==> src/rtl/alarm_beeper.sv <==
// Purpose : alarm sounder; gated square-wave tone in timed beep/gap bursts, with snooze, stop and auto-timeout.
// Latency : one clk from an input tick to the matching state/output change; all outputs are registers.
// Backpress: none; trigger/stop/snooze are sampled every cycle (a held level counts as one event per cycle).
//
// Ports:
//   clk      - system clock, rising edge
//   reset    - asynchronous, active-low reset
//   trigger  - start tick (honoured only in IDLE)
//   stop     - stop tick (returns to IDLE from any active state, no done pulse)
//   snooze   - snooze tick (honoured in BEEP and GAP)
//   buzzer   - square-wave tone drive, only toggles during BEEP
//   led      - high during BEEP
//   active   - high whenever the sequencer is not IDLE
//   snoozing - high during SNOOZE
//   done     - one-cycle pulse on the first IDLE cycle after the last gap
module alarm_beeper #(
    parameter int unsigned TONE_DIV     = 25000,
    parameter int unsigned BEEP_ON_CYC  = 25000000,
    parameter int unsigned BEEP_OFF_CYC = 25000000,
    parameter int unsigned MAX_BEEPS    = 60,
    parameter int unsigned SNOOZE_CYC   = 500000000
) (
    input  logic clk,
    input  logic reset,
    input  logic trigger,
    input  logic stop,
    input  logic snooze,
    output logic buzzer,
    output logic led,
    output logic active,
    output logic snoozing,
    output logic done
);

    typedef enum logic [1:0] {
        ST_IDLE   = 2'd0,
        ST_BEEP   = 2'd1,
        ST_GAP    = 2'd2,
        ST_SNOOZE = 2'd3
    } state_t;

    // Terminal counts: a counter that starts at 0 on state entry and leaves
    // the state when it reaches N-1 gives exactly N cycles in that state.
    localparam logic [31:0] TONE_LAST   = 32'(TONE_DIV - 1);
    localparam logic [31:0] BEEP_LAST   = 32'(BEEP_ON_CYC - 1);
    localparam logic [31:0] GAP_LAST    = 32'(BEEP_OFF_CYC - 1);
    localparam logic [31:0] SNOOZE_LAST = 32'(SNOOZE_CYC - 1);
    localparam logic [15:0] BEEP_MAX    = 16'(MAX_BEEPS);

    state_t      state;
    logic [31:0] dur_cnt;
    logic [31:0] tone_cnt;
    logic [15:0] beep_cnt;
    logic [15:0] beep_inc;

    assign beep_inc = beep_cnt + 16'd1;

    always_ff @(posedge clk or negedge reset) begin
        if (!reset) begin
            state    <= ST_IDLE;
            dur_cnt  <= '0;
            tone_cnt <= '0;
            beep_cnt <= '0;
            buzzer   <= 1'b0;
            led      <= 1'b0;
            active   <= 1'b0;
            snoozing <= 1'b0;
            done     <= 1'b0;
        end else begin
            // done is a single-cycle pulse; only the timeout branch raises it.
            done <= 1'b0;

            case (state)
                ST_IDLE: begin
                    if (trigger) begin
                        state    <= ST_BEEP;
                        dur_cnt  <= '0;
                        tone_cnt <= '0;
                        beep_cnt <= '0;
                        buzzer   <= 1'b0;
                        led      <= 1'b1;
                        active   <= 1'b1;
                        snoozing <= 1'b0;
                    end
                end

                ST_BEEP: begin
                    if (stop) begin
                        state    <= ST_IDLE;
                        dur_cnt  <= '0;
                        tone_cnt <= '0;
                        beep_cnt <= '0;
                        buzzer   <= 1'b0;
                        led      <= 1'b0;
                        active   <= 1'b0;
                        snoozing <= 1'b0;
                    end else if (snooze) begin
                        state    <= ST_SNOOZE;
                        dur_cnt  <= '0;
                        tone_cnt <= '0;
                        buzzer   <= 1'b0;
                        led      <= 1'b0;
                        snoozing <= 1'b1;
                    end else if (dur_cnt == BEEP_LAST) begin
                        state    <= ST_GAP;
                        dur_cnt  <= '0;
                        tone_cnt <= '0;
                        buzzer   <= 1'b0;
                        led      <= 1'b0;
                    end else begin
                        dur_cnt <= dur_cnt + 32'd1;
                        // Buzzer entered BEEP low, so the first rising edge
                        // lands TONE_DIV cycles after entry.
                        if (tone_cnt == TONE_LAST) begin
                            tone_cnt <= '0;
                            buzzer   <= ~buzzer;
                        end else begin
                            tone_cnt <= tone_cnt + 32'd1;
                        end
                    end
                end

                ST_GAP: begin
                    if (stop) begin
                        state    <= ST_IDLE;
                        dur_cnt  <= '0;
                        tone_cnt <= '0;
                        beep_cnt <= '0;
                        buzzer   <= 1'b0;
                        led      <= 1'b0;
                        active   <= 1'b0;
                        snoozing <= 1'b0;
                    end else if (snooze) begin
                        state    <= ST_SNOOZE;
                        dur_cnt  <= '0;
                        tone_cnt <= '0;
                        buzzer   <= 1'b0;
                        led      <= 1'b0;
                        snoozing <= 1'b1;
                    end else if (dur_cnt == GAP_LAST) begin
                        // A beep period is counted only once its gap completes.
                        dur_cnt  <= '0;
                        tone_cnt <= '0;
                        buzzer   <= 1'b0;
                        if (beep_inc == BEEP_MAX) begin
                            state    <= ST_IDLE;
                            beep_cnt <= '0;
                            led      <= 1'b0;
                            active   <= 1'b0;
                            snoozing <= 1'b0;
                            done     <= 1'b1;
                        end else begin
                            state    <= ST_BEEP;
                            beep_cnt <= beep_inc;
                            led      <= 1'b1;
                        end
                    end else begin
                        dur_cnt <= dur_cnt + 32'd1;
                    end
                end

                ST_SNOOZE: begin
                    // snooze is deliberately ignored here: a repeat press does
                    // not extend the snooze window.
                    if (stop) begin
                        state    <= ST_IDLE;
                        dur_cnt  <= '0;
                        tone_cnt <= '0;
                        beep_cnt <= '0;
                        buzzer   <= 1'b0;
                        led      <= 1'b0;
                        active   <= 1'b0;
                        snoozing <= 1'b0;
                    end else if (dur_cnt == SNOOZE_LAST) begin
                        // Waking from snooze grants a fresh full set of beeps.
                        state    <= ST_BEEP;
                        dur_cnt  <= '0;
                        tone_cnt <= '0;
                        beep_cnt <= '0;
                        buzzer   <= 1'b0;
                        led      <= 1'b1;
                        snoozing <= 1'b0;
                    end else begin
                        dur_cnt <= dur_cnt + 32'd1;
                    end
                end

                default: begin
                    // Recovery path for a corrupted state register.
                    state    <= ST_IDLE;
                    dur_cnt  <= '0;
                    tone_cnt <= '0;
                    beep_cnt <= '0;
                    buzzer   <= 1'b0;
                    led      <= 1'b0;
                    active   <= 1'b0;
                    snoozing <= 1'b0;
                end
            endcase
        end
    end

endmodule
==> config.mk <==
export PLATFORM = sky130hd
export DESIGN_NAME = alarm_beeper
export DESIGN_NICKNAME = d
export VERILOG_FILES = /design/src/rtl/alarm_beeper.sv
export SDC_FILE = /design/constraint.sdc
export NUM_CORES = 1
export LEC_CHECK = 0
export CORE_MARGIN = 5
export CORE_UTILIZATION = 40
export DETAILED_ROUTE_END_ITERATION = 12
export PLACE_DENSITY = 0.63
export SLEW_MARGIN = 20
export SYNTH_ARGS = -nofsm -noshare
export SYNTH_HDL_FRONTEND = slang
export SYNTH_SLANG_ARGS = --single-unit
==> constraint.sdc <==
create_clock -name clk -period 6.67 [get_ports clk]
set_input_delay 1.334 -clock clk [delete_from_list [all_inputs] [get_ports clk]]
set_output_delay 1.334 -clock clk [all_outputs]
set_load 0.005 [all_outputs]
# ---- Yosys cells after proc, flatten, opt, wreduce, memory -nomap -nowiden
# Cells that the tools add are included.
dict set report word_totals {
  regBits 87
  out_inout_bits 5
}
dict set report classes {
  n_eq_ne 19
  n_bitwise 1
  n_reduce_logical 9
  muxes 72
  n_addsub 3
}
# op count
set ops {}
lappend ops {{$mux 32} 15}
lappend ops {{$mux 16} 8}
lappend ops {{$pmux 32 s4} 1}
lappend ops {{$pmux 32 s3} 1}
lappend ops {{$add 32x1->32 const B} 2}
lappend ops {{$pmux 16 s4} 1}
lappend ops {{$eq 32x15->1 const B} 1}
lappend ops {{$eq 32x25->1 const B} 1}
lappend ops {{$eq 32x29->1 const B} 1}
lappend ops {{$mux 1} 32}
lappend ops {{$mux 2} 9}
lappend ops {{$add 16x1->16 const B} 1}
lappend ops {{$eq 16x6->1 const B} 1}
lappend ops {{$ne 3x3->1 const B} 5}
lappend ops {{$reduce_and 5->1} 3}
lappend ops {{$ne 4x4->1 const B} 3}
lappend ops {{$pmux 1 s4} 3}
lappend ops {{$pmux 2 s4} 1}
lappend ops {{$reduce_and 4->1} 2}
lappend ops {{$ne 5x5->1 const B} 1}
lappend ops {{$eq 2x2->1 const B} 2}
lappend ops {{$ne 2x2->1 const B} 2}
lappend ops {{$reduce_or 2->1} 2}
lappend ops {{$pmux 1 s3} 1}
lappend ops {{5 further kinds} 5}

# ---- Longest topological paths before layout
dict set report depth {
  word_depth 7
  ltp_mapped 10
  ltp_nobuf 9
}

# ---- Worst setup path after synthesis
# No wires, ideal clock.
dict set report synth_timing {
  path_type {in2reg}
  from {in stop}
  to {reg dur_cnt[24]}
  t_arrival_ns 2.591
  slack_ns 3.983
  required_ns 6.575
  n_path_buf 1
  path_stages 6
  setup_time_ns 0.095
  path_cell_list {nor2b_1 > o31ai_4 > a21oi_1 > clkbuf_1 > nand2_1 > o31ai_1}
}
dict set report synth_between {
  elab_chain_len 2
  word_cells_on_any_way 3
}
# item line_no
set synth_lines {}
lappend synth_lines {{from (decl)} 26} ;# input logic stop,
lappend synth_lines {{$mux 32 (on tied branches)} {165, 124}}
lappend synth_lines {{$pmux 32 s3 *} 73} ;# case (state)
lappend synth_lines {{to (signal assigned)} 111} ;# dur_cnt <= dur_cnt + 32'd1;
lappend synth_lines {{to (signal assigned)} 158} ;# dur_cnt <= dur_cnt + 32'd1;
lappend synth_lines {{to (signal assigned)} 184} ;# dur_cnt <= dur_cnt + 32'd1;
lappend synth_lines {{to (decl)} 51} ;# logic [31:0] dur_cnt;
# Mark *: on every way between the ends. The rest lies on a longest branch, timed or not.
# A chain may end at the register's enable or synchronous reset.

# ---- Final worst setup path
dict set report layout_timing {
  from {in snooze}
  to {reg tone_cnt[10]}
}
dict set report layout_between {
  elab_chain_len 3
  word_cells_on_any_way 7
}
# item line_no
set layout_lines {}
lappend layout_lines {{from (decl)} 27} ;# input logic snooze,
lappend layout_lines {{$mux 32 (on tied branches)} {133, 97}}
lappend layout_lines {{$mux 32 (on tied branches)} {124, 88}}
lappend layout_lines {{$pmux 32 s4} 73}
lappend layout_lines {{to (signal assigned)} 118} ;# tone_cnt <= tone_cnt + 32'd1;
lappend layout_lines {{to (decl)} 52} ;# logic [31:0] tone_cnt;
# Parallel ways exist; a longest one is shown, timed or not.

==> summary.md <==
| Metric | Value |
|---|---|
| CTS clock-pin slew for the worst setup and hold paths | `0.07 ns` |
| Final setup vio count | `0` |
| Crit-path cells | `clkdlybuf4s50_1 -> nor2_1 -> and2_1 -> nand3_1 -> buf_4 -> nor2_4 -> nand2_1 -> o31ai_1` |
| Port bufs | `9` |
| #FFs+latches synth | `87` |
| Max clock buf depth | `2` |
| DRT Pass-1 Iters | `6` |
| Worst path required time | `6.90 ns` |
| Rel. slew slack | `48.4%` |
| XOR/XNOR Fraction of Synth Area | `0.514%` |
| Pin count of the biggest net entering global routing | `49` |
| Nets | `about 610` |
| Slew Limit Fails | `0` |
| Final Hold Fails | `0` |
| Crit path arrival time | `~3.8 ns` |
| Clock share of power | `between 30% and 40%` |
| Sw frac | `approximately 31%` |
| Final WL | `between 10000 and 15000 um` |
| Buf/Inv on CP | `2` |
| Die width | `123 um` |
| CTS sink cnt | `between 80 and 90` |
| Worst reg2reg path startpoint | `dur_cnt[8]$_DFFE_PN0P_` |
| CP startpoint kind | `input pin` |
| Synthesized area | `about 5100 um2` |
| Reg2Reg Depth | `7` |
| Post-synth cell types | `55` |
| Simple-Gate Fraction of Synth Area | `a little over a quarter` |
| Post-synthesis sequential area ratio | `42.6%` |
| Row cnt | `41` |
| Cts-stage hold buffer count | `0` |
| First-pass GRT wire length | `between 20000 and 25000 um` |
| Vias per inst | `roughly 6.0` |
| Psw | `approximately 460 uW` |
| Async SR Flop Fraction | `100%` |
| Flop pwr share | `between 30 and 40%` |
| Grt ovf | `0` |
| Buffer count from post-CTS setup fixing | `0` |
| Layout Utilization | `~45%` |
| CTS tree | `yes` |
| WL per Instance | `between 15 and 20 um` |
| FMAX | `roughly 0.28 GHz` |
| Post-synth net total | `a little over 600` |
| Share of post-route cells with drive strength above 1 | `under 10%` |
| Root Buffer | `clkbuf_16` |
| Max-cap check violation count | `0` |
| Critical path class | `in2reg` |
| Area growth syn-to-layout | `9.96%` |
| Top-area cell type share of the netlist area | `roughly 43%` |
| Max VDD drop | `~0.00011 V` |
| Final period util | `between 50% and 60%` |
| Reg2Reg Capture Point | `tone_cnt[15]$_DFFE_PN0P_` |
| # resized after CTS | `0` |
| Combinational power share | `about a quarter` |
| Worst-margin pin slew | `0.767 ns` |
| Worst min-delay path endpoint | `dur_cnt[31]$_DFFE_PN0P_` |
| WHS Path Cells | `1` |
| Initial DRC Count | `544` |
| Count leader, synth | `o21ai_0` |
| Number of global-route vias before repair | `between 4000 and 5000` |
| H-tree depth | `3` |
| Kind of cell adding the most delay to the critical path | `simple AND/OR/NAND/NOR gates` |
| Leak pwr | `about 0.0023 uW` |
| Full die area | `approximately 15000 um2` |
| Cells after Synth | `approximately 600` |
| GRT Total Usage | `between 15 and 20%` |
| Final Skew | `roughly 0.011 ns` |
| Core Region | `12600 um2` |
| RSZ-0062 raised after global routing | `false` |
| Min Tclk post-route | `between 3 and 4 ns` |
| Hold_sp | `dur_cnt[31]$_DFFE_PN0P_` |
| Initial core utilization | `~41%` |
| Synth top cells by count | `o21ai_0, dfrtp_1, nand2_1` |
| GP Congestion | `around 0.87` |
| Crit path max fanout | `19` |
| Tightest Hold Check Type | `reg2reg` |
| Max incr delay on CP | `about 0.54 ns` |
| Post-Synth Adder-Cell Area | `~2.0%` |
| Clk Latency, worst-skew pair | `0.34 ns` |
| Via count | `approximately 4700` |
| IO Count | `10` |
| CP endpoint kind | `register` |
| Top FF cell, synth | `dfrtp_1` |
| Number of enable flip-flop cells after synthesis | `0` |
| P_int | `1010 uW` |
| Register-to-register setup slack | `approximately 3.4 ns` |
| Total chip power | `between 1000 and 1500 uW` |
| Final std cells w/o fill | `777` |
| Initial antenna violation count | `0` |
| Multiplexer share of the synthesized area | `less than 1%` |
| Ranking of synthesized cells by area | `dfrtp_1, o21ai_0, nand2_1` |
| Final ANT Viol Nets | `0` |
| DRC Markers | `0` |
| DP Wirelength | `8010 um` |
| Die height | `approximately 120 um` |
| PwrDens | `around 260 nW/um2` |
| Area leader, netlist | `dfrtp_1` |
| Slowest cell on the critical path | `clkdlybuf4s50_1` |
| Syn avg cell area | `~8.4 um2` |
| Status | `complete, no violations` |
| Inserted Clock Buffers | `9` |
| Synth Area in Compound Gates | `between 20% and 30%` |
| Diode count | `0` |
| Ys Warns | `0` |
| Setup Total Neg Slack | `0 ns` |
| Largest family of logic cells by synthesized area | `simple AND/OR/NAND/NOR gates` |
| Dpl cells | `roughly 760` |
final cells by class:
class                           instances  area [um2]
Sequential cell                        87        2180
Timing Repair Buffer                   15         133
Fill cell                            1206        6950
Multi-Input combinational cell        480        2750
Tap cell                              172         215
Inverter                                7        26.3
Clock inverter                          6        83.8
Clock buffer                           10         239
worst max-delay path by stage:
stage | from | endpoint | slack, ns | cells after the start
3_5_place_dp | snooze | tone_cnt[10]$_DFFE_PN0P_ | 2.76 | 8
6_report | snooze | tone_cnt[10]$_DFFE_PN0P_ | 3.09 | 8
5_1_grt | snooze | tone_cnt[10]$_DFFE_PN0P_ | 2.87 | 8
3_3_place_gp | snooze | tone_cnt[10]$_DFFE_PN0P_ | 2.86 | 8
4_1_cts | trigger | tone_cnt[15]$_DFFE_PN0P_ | 3.12 | 6
2_1_floorplan | stop | dur_cnt[24]$_DFFE_PN0P_ | 3.98 | 6
logic make-up (layout without fill, tap and decap cells):
kind of cell             after synthesis  after routing
AND/OR/NAND/NOR                      263            263
AO/OA/AOI/OAI                        204            204
flip-flops                            87             87
buffers and inverters                 40             38
adder cells (fa/ha/maj)                8              8
XOR/XNOR                               3              3
multiplexers                           2              2
placed cells by master, fill, tap and decap left out, drive strengths merged, types with 7 or more instances in the layout:
cell           Yosys  layout
nand2             77      77
buf                8       7
and3              22      22
dfrtp             87      87
clkdlybuf4s50      0       8
nand4             28      28
nand3             29      29
and2               8       8
o41ai              7       7
a21oi             24      24
nor3              10      10
clkbuf            25      10
o31ai             23      23
nor4              15      15
o21ai            103     103
ha                 8       8
inv                7       7
nor2              43      43
nor2b              7       7
a31oi             25      25
flip-flops by register name, summed over array words and instances, names as in the netlist:
signal / flops
done: 1
led: 1
beep_cnt: 16
snoozing: 1
tone_cnt: 32
active: 1
state: 2
dur_cnt: 32
buzzer: 1
metal layers:
metal,vias up,routed length (um),GRT usage (%)
met5,-,0,0
met4,0,194,5.88
met3,19,435,2.70
met2,117,5590,26.7
met1,2268,5850,23.2
li1,2276,-,-
through the flow:
step	hold WS [ns]	instance area (um2)	setup WS [ns]
final	0.485	5620	3.09
after global routing	0.507	5620	2.87
after CTS	0.489	5620	3.12
after detailed placement	0.480	5300	2.76
after global placement	0.473	5300	2.86
after floorplan	0.446	5110	3.98
power by group through the flow:
stage | combinational, uW | clock [uW] | sequential, uW
after floorplan | 250 | 0 | 575
after CTS | 346 | 560 | 571
after global routing | 387 | 584 | 574
after global placement | 336 | 0 | 580
after detailed placement | 345 | 0 | 581
final | 343 | 549 | 571
Power figures use the tool's default switching activity.
